[src/rtl/fetch_sequencer.sv]
// fetch_sequencer: program-counter sequencing controller (start, stall, redirect, halt)
// Ports:
//   i_clk, i_rst          clock; asynchronous active-high reset
//   i_start               leave IDLE and begin fetching
//   i_stall_req           hazard unit freeze request
//   i_branch_req          taken branch/jump from execute, with i_branch_target
//   i_halt_req            halt instruction seen in decode
//   o_pc_rst/ena/jmp      PC control, o_pc_jmp_in is the redirect address
//   o_flush_if/o_flush_id squash pulses, high only during a redirect
//   o_halted              high while halted
//   o_stall_count         saturating count of cycles spent stalled
module fetch_sequencer #(
    parameter int bus_counter = 5,
    parameter int cnt_width   = 8
) (
    input  logic                   i_clk,
    input  logic                   i_rst,
    input  logic                   i_start,
    input  logic                   i_stall_req,
    input  logic                   i_branch_req,
    input  logic [bus_counter-1:0] i_branch_target,
    input  logic                   i_halt_req,
    output logic                   o_pc_rst,
    output logic                   o_pc_ena,
    output logic                   o_pc_jmp,
    output logic [bus_counter-1:0] o_pc_jmp_in,
    output logic                   o_flush_if,
    output logic                   o_flush_id,
    output logic                   o_halted,
    output logic [cnt_width-1:0]   o_stall_count
);
    typedef enum logic [2:0] {IDLE, RUN, STALL, REDIRECT, HALT} state_t;
    state_t                 r_state;
    state_t                 w_next;
    logic                   r_pc_rst;
    logic                   r_pc_ena;
    logic                   r_pc_jmp;
    logic                   r_flush;
    logic                   r_halted;
    logic [bus_counter-1:0] r_pc_jmp_in;
    logic [cnt_width-1:0]   r_stall_count;
    // RUN and STALL share one priority: branch over halt over stall
    always_comb begin
        w_next = r_state;
        case (r_state)
            IDLE:     w_next = i_start ? RUN : IDLE;
            RUN,
            STALL:    w_next = i_branch_req ? REDIRECT : i_halt_req ? HALT : i_stall_req ? STALL : RUN;
            REDIRECT: w_next = RUN;
            HALT:     w_next = HALT;
            default:  w_next = IDLE;
        endcase
    end
    // Outputs are decoded from the next state so they are stable before the PC's negedge
    always_ff @(posedge i_clk or posedge i_rst) begin
        if (i_rst) begin
            r_state       <= IDLE;
            r_pc_rst      <= 1'b1;
            r_pc_ena      <= 1'b0;
            r_pc_jmp      <= 1'b0;
            r_flush       <= 1'b0;
            r_halted      <= 1'b0;
            r_pc_jmp_in   <= '0;
            r_stall_count <= '0;
        end else begin
            r_state  <= w_next;
            r_pc_rst <= w_next == IDLE;
            r_pc_ena <= w_next == RUN || w_next == REDIRECT;
            r_pc_jmp <= w_next == REDIRECT;
            r_flush  <= w_next == REDIRECT;
            r_halted <= w_next == HALT;
            // REDIRECT lasts one cycle, so next==REDIRECT only on its entry edge
            if (w_next == REDIRECT)
                r_pc_jmp_in <= i_branch_target;
            if (w_next == STALL && r_stall_count != '1)
                r_stall_count <= r_stall_count + 1'b1;
        end
    end
    assign o_pc_rst      = r_pc_rst;
    assign o_pc_ena      = r_pc_ena;
    assign o_pc_jmp      = r_pc_jmp;
    assign o_pc_jmp_in   = r_pc_jmp_in;
    assign o_flush_if    = r_flush;
    assign o_flush_id    = r_flush;
    assign o_halted      = r_halted;
    assign o_stall_count = r_stall_count;
endmodule

[config.mk]
export PLATFORM = sky130hd
export DESIGN_NAME = fetch_sequencer
export DESIGN_NICKNAME = d
export VERILOG_FILES = /design/src/rtl/fetch_sequencer.sv
export SDC_FILE = /design/constraint.sdc
export NUM_CORES = 1
export LEC_CHECK = 0
export ABC_AREA = 1
export CORE_ASPECT_RATIO = 0.8
export CORE_MARGIN = 2
export CORE_UTILIZATION = 30
export DETAILED_ROUTE_END_ITERATION = 16
export GPL_TIMING_DRIVEN = 0
export HOLD_SLACK_MARGIN = 0.06
export PLACE_DENSITY = 0.6
export SYNTH_ARGS = -nofsm -noshare
export SYNTH_HDL_FRONTEND = slang
export SYNTH_SLANG_ARGS = --single-unit
[constraint.sdc]
create_clock -name i_clk -period 1.4 [get_ports i_clk]
set_clock_uncertainty 0.15 [all_clocks]
set_input_delay 0.28 -clock i_clk [delete_from_list [all_inputs] [get_ports i_clk]]
set_output_delay 0.28 -clock i_clk [all_outputs]
set_load 0.01 [all_outputs]
# Word level (Yosys, flattened, before mapping)

Index checks and enable logic that the tools add are counted.

Add/subtract/negate cells: 1
Eq/ne operators: 9
Multiplexer cells: 5
Reduce and logical (&&, ||, !) cells: 5

Operators by type and width:

| cell                | count |
|---|---|
| $eq 3x2->1 const B  | 4 |
| $pmux 3 s4          | 1 |
| $add 8x1->8 const B | 1 |
| $ne 8x8->1 const B  | 1 |
| $eq 3x1->1 const B  | 2 |
| $eq 3x3->1 const B  | 2 |
| $logic_not 3->1     | 2 |
| $mux 3              | 2 |
| $mux 2              | 1 |
| $reduce_or 2->1     | 1 |
| $logic_and 1x1->1   | 1 |
| $logic_or 1x1->1    | 1 |
| $mux 1              | 1 |

Flip-flop bits (word level): 20
Bits of input ports: 11
Output and inout port bits: 19
Logic and storage cells: 27

# Longest topological paths before layout

Gate-level depths: netlist of the first run.

Word-level depth: 6
Gate-level depth with buffers: 8
Mapped depth without buffers: 8

# Least setup slack after synthesis of the first run

Ideal clock, no wire load.

Kind: register -> register
Start: register r_stall_count[1], in the netlist o_stall_count[1]
End: register r_stall_count[6], in the netlist o_stall_count[6]
Setup time: 65 ps
Arrival: 1261 ps
Path slack: -77 ps
Stages on the path, launching flop included: 8
Path buffers: 0
Period minus slack after synthesis: 1477 ps
Cell sequence: dfrtp_1 -> ha_1 -> nand2_1 -> nor2_4 -> nand4_4 -> nand3_4 -> nand2_1 -> nand2_1

Cells in the longest elaborated chain, start to end: 2
Elaborated cells between the ends (all ways): 3
Those cells by class: 1 x add/sub; 1 x eq/ne; 1 x reduce/logical

Ends and longest elaborated chain:

| what                                                | line | text |
|---|---|---|
| start, declared                                     | 41   | `logic [cnt_width-1:0] r_stall_count;` |
| start signal, assigned                              | 76   | `r_stall_count <= r_stall_count + 1'b1;` |
| branches (longest 2 deep; another with $add 8x1->8) | -    |  |

Several ways; the timed one is not identified.
A chain may end at the register's enable or synchronous reset.

# Worst setup path in the final report of the first run

Start: register r_stall_count[0], in the netlist o_stall_count[0]
End: register r_stall_count[4], in the netlist o_stall_count[4]

Same word-level chain as after synthesis.

==> results of run 1 <==
==> per-stage QoR <==
stage               instances  instance area [sq um]  hold slack, ps  setup slack, ps
floorplan                 119                   1042           93.09           -35.88
global placement          190                   1385           311.6           -371.4
detailed placement        190                   1385           321.8           -394.9
CTS                       211                   1605           333.4           -97.02
global route              211                   1658           221.0           -147.8
finish                    211                   1658           206.9           -76.13
==> worst max-delay path by stage <==
stage	end	slack [ps]	from	depth (start not counted)
after floorplan	o_stall_count[2]$_DFFE_PP0P_	-40	o_stall_count[0]$_DFFE_PP0P_	6
after global placement	o_stall_count[3]$_DFFE_PP0P_	-370	i_branch_req	9
after detailed placement	o_stall_count[0]$_DFFE_PP0P_	-390	i_branch_req	9
after CTS	o_stall_count[6]$_DFFE_PP0P_	-100	o_stall_count[0]$_DFFE_PP0P_	8
after global routing	o_stall_count[6]$_DFFE_PP0P_	-150	o_stall_count[0]$_DFFE_PP0P_	8
final	o_stall_count[4]$_DFFE_PP0P_	-80	o_stall_count[0]$_DFFE_PP0P_	8
==> synth_stat cells, drive strengths merged, types with 2 or more instances <==
library cell and number:
nand2 48, dfrtp 19, inv 13, nand4 9
nand3 8, nor2 5, buf 4, a21oi 2
o22ai 2, xnor2 2
==> flip-flops by register name, indices dropped and copies added (netlist names) <==
signal         count
o_flush_id         1
o_stall_count      8
o_pc_rst           1
o_halted           1
o_pc_jmp_in        5
o_pc_ena           1
r_state            3
==> power breakdown <==
part           internal, W  total (W)  leakage, nW  switching (W)
combinational     0.000894    0.00187        0.595       0.000973
clock             0.000382   0.000578       0.0357       0.000196
sequential        0.000812   0.000934        0.252       0.000122
==> routing by layer <==
layer	vias up	wire length, microns	global-route usage (%)	share of wire, %
met3	2	141	3.411	5.5
met2	26	1264	24.86	49
met4	0	4	1.648	0.16
li1	481	-	-	-
met1	464	1150	17.68	45
met5	-	0	0	0
==> area by class of cell <==
class	instances	area, sq um
fill	324	1718
clock inverter	1	30.03
sequential	20	505.5
tap	42	52.55
timing repair buffer	45	410.4
multi-input combinational	82	510.5
buffer	4	45.04
inverter	14	62.56
clock buffer	3	41.29
==> critical path, delay by kind of cell, from the launching register on <==
| kind | cells | cell delay, ps |
|---|---|---|
| DFF | 1 | 380 |
| adders and majority gates | 1 | 140 |
| buffers and inverters | 1 | 120 |
| and+or+nand+nor | 6 | 630 |
==> repair_timing <==
action                                 CTS  global route
pin swaps                               10            12
cloned                                   2             0
setup buffers                           15             0
endpoints found under the hold margin    0             0
resized for setup                       53            19
setup endpoints to repair               33            19
==> cell families after synthesis <==
kind of cell               after synthesis  synth area share [%]
DFF                                     20                 48.37
AOI/OAI and AO/OA                        5                 2.653
xor gates and xnor gates                 3                 2.534
and+or+nand+nor                         72                 36.43
buffers and inverters                   18                 8.805
adders and majority gates                1                 1.206
==> PnR_summary.wiki, run 1 <==
{| class="wikitable"
! Metric !! Value
|-
| Post-Syn Instances || ~120
|-
| Layout cells sized above 1 || between 30% and 40%
|-
| First-pass GRT wire length || ~4.4 mm
|-
| Number of warnings printed during yosys synthesis || 0
|-
| Number of buffers inserted for hold repair after clock tree synthesis || 0
|-
| Die extent in y || 56.59 microns
|-
| Number of maximum-capacitance constraint violations || 0
|-
| Top-level port count || 30
|-
| FMAX || 677.4 MHz
|-
| Skew-Pair Late Insertion Delay || approximately 260 ps
|-
| DR WL/cell || ~12 microns
|-
| Period Utilization, post-route || 105.4%
|-
| DIE AREA || a little under 4000 sq um
|-
| Reg2Reg Depth || 8
|-
| Core Util, Final || ~49%
|-
| Starting utilization of the core area || between 30% and 40%
|-
| Die width || around 70 microns
|-
| TritonCTS sink count || 20
|-
| Overall track demand over capacity in global routing || about 14%
|-
| Leak Pwr || 0.8833 nW
|-
| Detailed placer's ending HPWL || ~1.6 mm
|-
| CP max stage delay || 380 ps
|-
| Worst endpoint required time || around 1500 ps
|-
| Min setup slack post-route || -76.13 ps
|-
| Synth top area share || a little under half
|-
| Net count of the finished layout || between 150 and 200
|-
| Mapped Nets || between 100 and 150
|-
| RSZ-0062 raised after global routing || true
|-
| Register-to-register path setup slack || -80 ps
|-
| Critical-path cell with the highest stage delay || sky130_fd_sc_hd__dfrtp_1
|-
| Outcome || finished with violations
|-
| Mean post-synth cell area || 8.716 sq um
|-
| Violated checks || setup timing
|-
| Drt total wl || about 2.6 mm
|-
| Global placement routability congestion || a little under 0.8
|-
| Largest net degree at the start of global routing || 21
|-
| Antenna diode instance count || 0
|-
| Clk buf depth || 2
|-
| Level count of the clock H-tree || 1
|-
| Number of remaining DRC errors || 0
|-
| Clock slew at the register clock pins of the worst setup and hold paths || around 80 ps
|-
| Remaining antenna violation count || 0
|-
| Most common library cell in the layout ignoring fill and taps || sky130_fd_sc_hd__nand2_1
|-
| Pwr per Cell Area || 2039 nW/um^2
|-
| FF-to-FF End || o_stall_count[4]$_DFFE_PP0P_
|-
| Share of the yosys chip area belonging to registers || a little under 50%
|-
| Type of origin of the critical path || register
|-
| Synthesized cell area || between 1000 and 1500 sq um
|-
| Worst rel slew slack || 48.19%
|-
| Fin. Hold Viols || 0
|-
| CTS tree || done
|-
| Type of the worst setup path || reg -> reg
|-
| Count of port buffers added during placement || 29
|-
| Most used cell, CP || sky130_fd_sc_hd__nand2_1
|-
| Hold/Removal Path Class || in -> reg
|-
| Total via count after detailed routing || between 900 and 1000
|-
| Initial antenna violation count || 0
|-
| Worst-case vdd ir drop || about 0.9 mV
|-
| Commonest cells after routing, fill and taps aside || 39 x sky130_fd_sc_hd__nand2_1, 16 x sky130_fd_sc_hd__dfrtp_1, 12 x sky130_fd_sc_hd__buf_6, 12 x sky130_fd_sc_hd__dlygate4sd2_1, 10 x sky130_fd_sc_hd__buf_4
|-
| Ordered list of cells on the worst path || buf_6, ha_4, nand2_4, nor2_4, nand4_4, nand3_4, nand2_1, nand2_1
|-
| Min-Delay Path Depth || 3
|-
| Total overflow reported by the global router || 0
|-
| Per-cell via count in the routed design || 4.611
|-
| Fraction of synthesis flops using an asynchronous set or reset pin || 100.0%
|-
| Number of cell rows || 19
|-
| Final total negative setup slack || -560.2 ps
|-
| Iter 0 DRT Violations || 16
|-
| Setup violators final || 11
|-
| Min-Delay Startpoint || i_halt_req
|-
| Top FF cell, synth || sky130_fd_sc_hd__dfrtp_1
|-
| Shortest period the worst path allows || 1476 ps
|-
| #FFs+latches synth || 20
|-
| Number of clock buffers inserted by TritonCTS || 3
|-
| Top post-synthesis cells by area || sky130_fd_sc_hd__dfrtp_1 46%, sky130_fd_sc_hd__nand2_1 17%, sky130_fd_sc_hd__nand4_1 4.8%
|-
| Placeable core region || about 3400 sq um
|-
| Endpoint arrival time on the critical path || 1530 ps
|-
| Vias in the first global route || 948
|-
| Final total power || 0.003380 W
|-
| Post-synth EDFFs || 0
|-
| Growth of design area from synthesis to finish || 59.83%
|-
| First-pass iteration count of the detailed router || 4
|-
| Cell type with the largest total area after synthesis || sky130_fd_sc_hd__dfrtp_1
|-
| Biggest fanout along the worst timing path || 8
|-
| Clk root buf || sky130_fd_sc_hd__clkbuf_8
|-
| Critical R2R Launch || o_stall_count[0]$_DFFE_PP0P_
|-
| Number of distinct library cells after synthesis || 24
|-
| Worst Tran Pin Value || 776.3 ps
|-
| Endpoint, Worst Hold || o_halted$_DFF_PP0_
|-
| Number of max-slew violations in the final report || 0
|-
| Worst setup EP type || register
|}
(Power assumes the default switching activity.)
==> run 2: changes to the inputs <==
--- a/config.mk
+++ b/config.mk
@@ -5,14 +5,13 @@
 export SDC_FILE = /design/constraint.sdc
 export NUM_CORES = 1
 export LEC_CHECK = 0
-export ABC_AREA = 1
 export CORE_ASPECT_RATIO = 0.8
 export CORE_MARGIN = 2
 export CORE_UTILIZATION = 30
 export DETAILED_ROUTE_END_ITERATION = 16
 export GPL_TIMING_DRIVEN = 0
 export HOLD_SLACK_MARGIN = 0.06
-export PLACE_DENSITY = 0.6
+export PLACE_DENSITY = 0.61
 export SYNTH_ARGS = -nofsm -noshare
 export SYNTH_HDL_FRONTEND = slang
 export SYNTH_SLANG_ARGS = --single-unit
==> run 2 against run 1 <==
Effect of this change:
- the run still ends with setup timing left
- via count shrank 21%
- maximum frequency shrank 26%
- worst setup slack lost 520 ps
- non-clock buffer count grew 4
- first-iteration DRC count shrank 63%
- clock-buffer cell count is the same
- critical path type unchanged
- largest cell class unchanged
==> PnR_summary.wiki, run 2 <==
{| class="wikitable"
! Metric !! Value
|-
| Startpoint of the worst setup timing path || r_state[0]$_DFF_PP0_
|-
| Top post-synthesis cells by area || sky130_fd_sc_hd__dfrtp_1 49%, sky130_fd_sc_hd__mux2_4 9.3%, sky130_fd_sc_hd__xor2_1 3.6%
|-
| Number of inserted filler cells in the final layout || 264 (-19%)
|-
| Number of cell rows || 18 (-1)
|-
| Global placement routability congestion || 0.8006 (+0.86%)
|-
| Post-synth EDFFs || 0 (unchanged)
|-
| Growth of design area from synthesis to finish || 68.39%
|-
| First-pass iteration count of the detailed router || 4 (unchanged)
|-
| Level count of the clock H-tree || 1 (unchanged)
|-
| Biggest fanout along the worst timing path || 6 (-2)
|-
| Cell type with the largest total area after synthesis || sky130_fd_sc_hd__dfrtp_1
|-
| Most common cell in the netlist || sky130_fd_sc_hd__dfrtp_1
|-
| Shortest period the worst path allows || 1997 ps (+520.6 ps)
|-
| Worst endpoint required time || 1400 ps (-50 ps)
|-
| DIE AREA || 3706 sq um (-6.1%)
|-
| Ordered list of cells on the worst path || o311ai_4, o41ai_4, buf_4, buf_6, nor4b_4, mux2_4
|-
| Commonest cells in the synthesized netlist || 19 x sky130_fd_sc_hd__dfrtp_1, 6 x sky130_fd_sc_hd__mux2_4, 5 x sky130_fd_sc_hd__inv_1
|-
| Starting utilization of the core area || 31.43% (+0.70 points)
|-
| TritonCTS sink count || 20 (unchanged)
|-
| Number of clock buffers inserted by TritonCTS || 3 (unchanged)
|-
| Leak Pwr || 0.7502 nW (-15%)
|-
| Kind of cell with the highest combined delay on the critical path || flip-flops
|-
| Die extent in y || 54.85 microns (-3.1%)
|-
| Most common library cell in the layout ignoring fill and taps || sky130_fd_sc_hd__buf_4
|-
| Antenna diode instance count || 0 (unchanged)
|-
| Remaining antenna violation count || 0 (unchanged)
|-
| Synthesized cell area || 969.7 sq um (-6.5%)
|-
| Clock slew at the register clock pins of the worst setup and hold paths || 80 ps (about the same)
|-
| Setup violators final || 19 (+8)
|-
| Top FF cell, synth || sky130_fd_sc_hd__dfrtp_1
|-
| Synth top area share || 49.03% (+3.2 points)
|-
| Violated checks || setup timing
|-
| FMAX || 500.8 MHz (-26%)
|-
| Number of maximum-capacitance constraint violations || 0 (unchanged)
|-
| Net count of the finished layout || 141 (-23%)
|-
| Per-cell via count in the routed design || 4.601 (-0.22%)
|-
| Critical R2R Launch || r_state[0]$_DFF_PP0_
|-
| Iter 0 DRT Violations || 6 (-10)
|-
| Number of max-slew violations in the final report || 0 (unchanged)
|-
| Period Utilization, post-route || 142.6% (+37 points)
|-
| Detailed placer's ending HPWL || 1.388 mm (-15%)
|-
| DR WL/cell || 13.89 microns (+14%)
|-
| Worst setup EP type || register
|-
| Type of origin of the critical path || register
|-
| Count of port buffers added during placement || 29 (unchanged)
|-
| Hold/Removal Path Class || in -> async
|-
| #FFs+latches synth || 20 (unchanged)
|-
| Worst-case vdd ir drop || 1.071 mV (+16%)
|-
| First-pass GRT wire length || 3.712 mm (-15%)
|-
| CTS tree || done
|-
| Endpoint arrival time on the critical path || 1990 ps (+460 ps)
|-
| Vias in the first global route || 803 (-15%)
|-
| Destination of the critical timing path || o_stall_count[7]$_DFFE_PP0P_
|-
| Outcome || finished with violations
|-
| Largest net degree at the start of global routing || 21 (unchanged)
|-
| Placeable core region || 3085 sq um (-8.6%)
|-
| Total via count after detailed routing || 773 (-21%)
|-
| Fraction of synthesis flops using an asynchronous set or reset pin || 100.0% (unchanged)
|-
| Layout cells sized above 1 || 49.22% (+14 points)
|-
| FF-to-FF End || o_stall_count[7]$_DFFE_PP0P_
|-
| Overall track demand over capacity in global routing || 13.84% (-0.074 points)
|-
| Mapped Nets || 87 (-34%)
|-
| Total number of cells along the worst setup path || 6 (-2)
|-
| Commonest cells after routing, fill and taps aside || 18 x sky130_fd_sc_hd__buf_4, 15 x sky130_fd_sc_hd__dfrtp_1, 9 x sky130_fd_sc_hd__buf_6, 9 x sky130_fd_sc_hd__dlygate4sd2_1
|-
| Die width || 67.57 microns (-3.1%)
|-
| Post-Syn Instances || 75 (-37%)
|-
| Initial antenna violation count || 0 (unchanged)
|-
| Min setup slack post-route || -596.7 ps (-520.6 ps)
|-
| Number of distinct library cells after synthesis || 31 (+29%)
|-
| Clk root buf || sky130_fd_sc_hd__clkbuf_8
|-
| CP max stage delay || 460 ps (+80 ps)
|-
| Number of buffers inserted for hold repair after clock tree synthesis || 0 (unchanged)
|-
| Pwr per Cell Area || 2291 nW/um^2 (+12%)
|-
| Clk buf depth || 2 (unchanged)
|-
| Worst rel slew slack || 48.84% (+0.65 points)
|-
| Total overflow reported by the global router || 0 (unchanged)
|-
| Number of remaining DRC errors || 0 (unchanged)
|-
| Type of the worst setup path || reg -> reg
|-
| Register-to-register path setup slack || -600 ps (-520 ps)
|-
| Top-level port count || 30 (unchanged)
|-
| Largest register FFs || 8 (unchanged)
|-
| Final total power || 0.003740 W (+11%)
|-
| Share of the yosys chip area belonging to registers || 51.74% (+3.4 points)
|-
| Fin. Hold Viols || 0 (unchanged)
|-
| Skew-Pair Late Insertion Delay || 260 ps (about the same)
|-
| Drt total wl || 2.333 mm (-8.9%)
|-
| Mean post-synth cell area || 12.93 sq um (+48%)
|-
| Count of buffering cells on the critical path with inverters included || 2 (+1)
|-
| Critical-path cell with the highest stage delay || sky130_fd_sc_hd__dfrtp_2
|-
| Reg2Reg Depth || 6 (-2)
|-
| Number of warnings printed during yosys synthesis || 0 (unchanged)
|-
| Worst Tran Pin Value || 766.6 ps (-9.754 ps)
|-
| Core Util, Final || 52.92% (+3.8 points)
|-
| RSZ-0062 raised after global routing || true
|}
## run 2: logic make-up (layout without fill, tap and decap cells)
family	after synthesis	after routing	synth area share, %
AO/OA/AOI/OAI	7	7	9.936
XOR/XNOR	6	6	5.419
adder cells (fa/ha/maj)	1	1	1.290
buffers and inverters	9	62	5.160
flip-flops	20	20	51.74
multiplexers	8	8	11.61
AND/OR/NAND/NOR	24	24	14.84
## run 2: report_power, final
| group | switching, W | internal, W |
|---|---|---|
| Sequential | 0.000184 | 0.000855 |
| Clock | 0.000203 | 0.000382 |
| Combinational | 0.000948 | 0.00117 |
| Total | 0.00133 | 0.00241 |
## run 2: per-stage QoR
step | hold WS, ps | setup WS [ps] | instance area (sq um) | std cells | TNS (ps)
after global routing | 373.3 | -633.7 | 1633 | 168 | -7757
after detailed placement | 346.8 | -1074 | 1338 | 144 | -16250
after CTS | 325.4 | -575.1 | 1553 | 164 | -7527
after floorplan | 92.95 | -469.3 | 997.2 | 75 | -5530
after global placement | 341.3 | -1054 | 1338 | 144 | -15440
final | 297.9 | -596.7 | 1633 | 168 | -6788
## run 2: layer usage
| metal | GRT usage, % | vias up | routed length (microns) |
|---|---|---|---|
| li1 | - | 370 | - |
| met1 | 16.71 | 381 | 1022 |
| met2 | 25.33 | 22 | 1184 |
| met3 | 4.321 | 0 | 126 |
| met4 | 1.020 | 0 | 0 |
| met5 | 0 | - | 0 |
## run 2: what timing repair did
item                                    CTS  global route
setup buffers                            17             4
endpoints found under the setup margin   37            28
endpoints found under the hold margin     0             0
pin swaps                                 7             4
resized for setup                        58            16
## run 2: layout make-up
cell class,count,area [sq um],area share [%]
Inverter,5,18.77,1.149
Multi-Input combinational cell,46,520.5,31.88
Clock buffer,3,41.29,2.529
Buffer,3,33.78,2.069
Timing Repair Buffer,50,431.7,26.44
Clock inverter,1,30.03,1.839
Sequential cell,20,506.7,31.03
Tap cell,40,50.05,3.065
## run 2: how the worst min path moves through the flow
stage               cells past startpoint  slack (ps)                    endpoint                  startpoint
global placement                        1         340  o_pc_jmp_in[1]$_DFFE_PP0N_  o_pc_jmp_in[1]$_DFFE_PP0N_
CTS                                     2         330  o_pc_jmp_in[4]$_DFFE_PP0N_                       i_rst
finish                                  2         300  o_pc_jmp_in[4]$_DFFE_PP0N_                       i_rst
floorplan                               1          90        o_flush_id$_DFF_PP0_                       i_rst
global route                            1         370  o_pc_jmp_in[1]$_DFFE_PP0N_  o_pc_jmp_in[1]$_DFFE_PP0N_
detailed placement                      1         350  o_pc_jmp_in[0]$_DFFE_PP0N_  o_pc_jmp_in[0]$_DFFE_PP0N_
## run 2: worst reg2reg max path, stage by stage, from the launching register on
cell	delay, ps
sky130_fd_sc_hd__dfrtp_2	460
sky130_fd_sc_hd__o311ai_4	280
sky130_fd_sc_hd__o41ai_4	140
sky130_fd_sc_hd__buf_4	170
sky130_fd_sc_hd__buf_6	120
sky130_fd_sc_hd__nor4b_4	240
sky130_fd_sc_hd__mux2_4	320
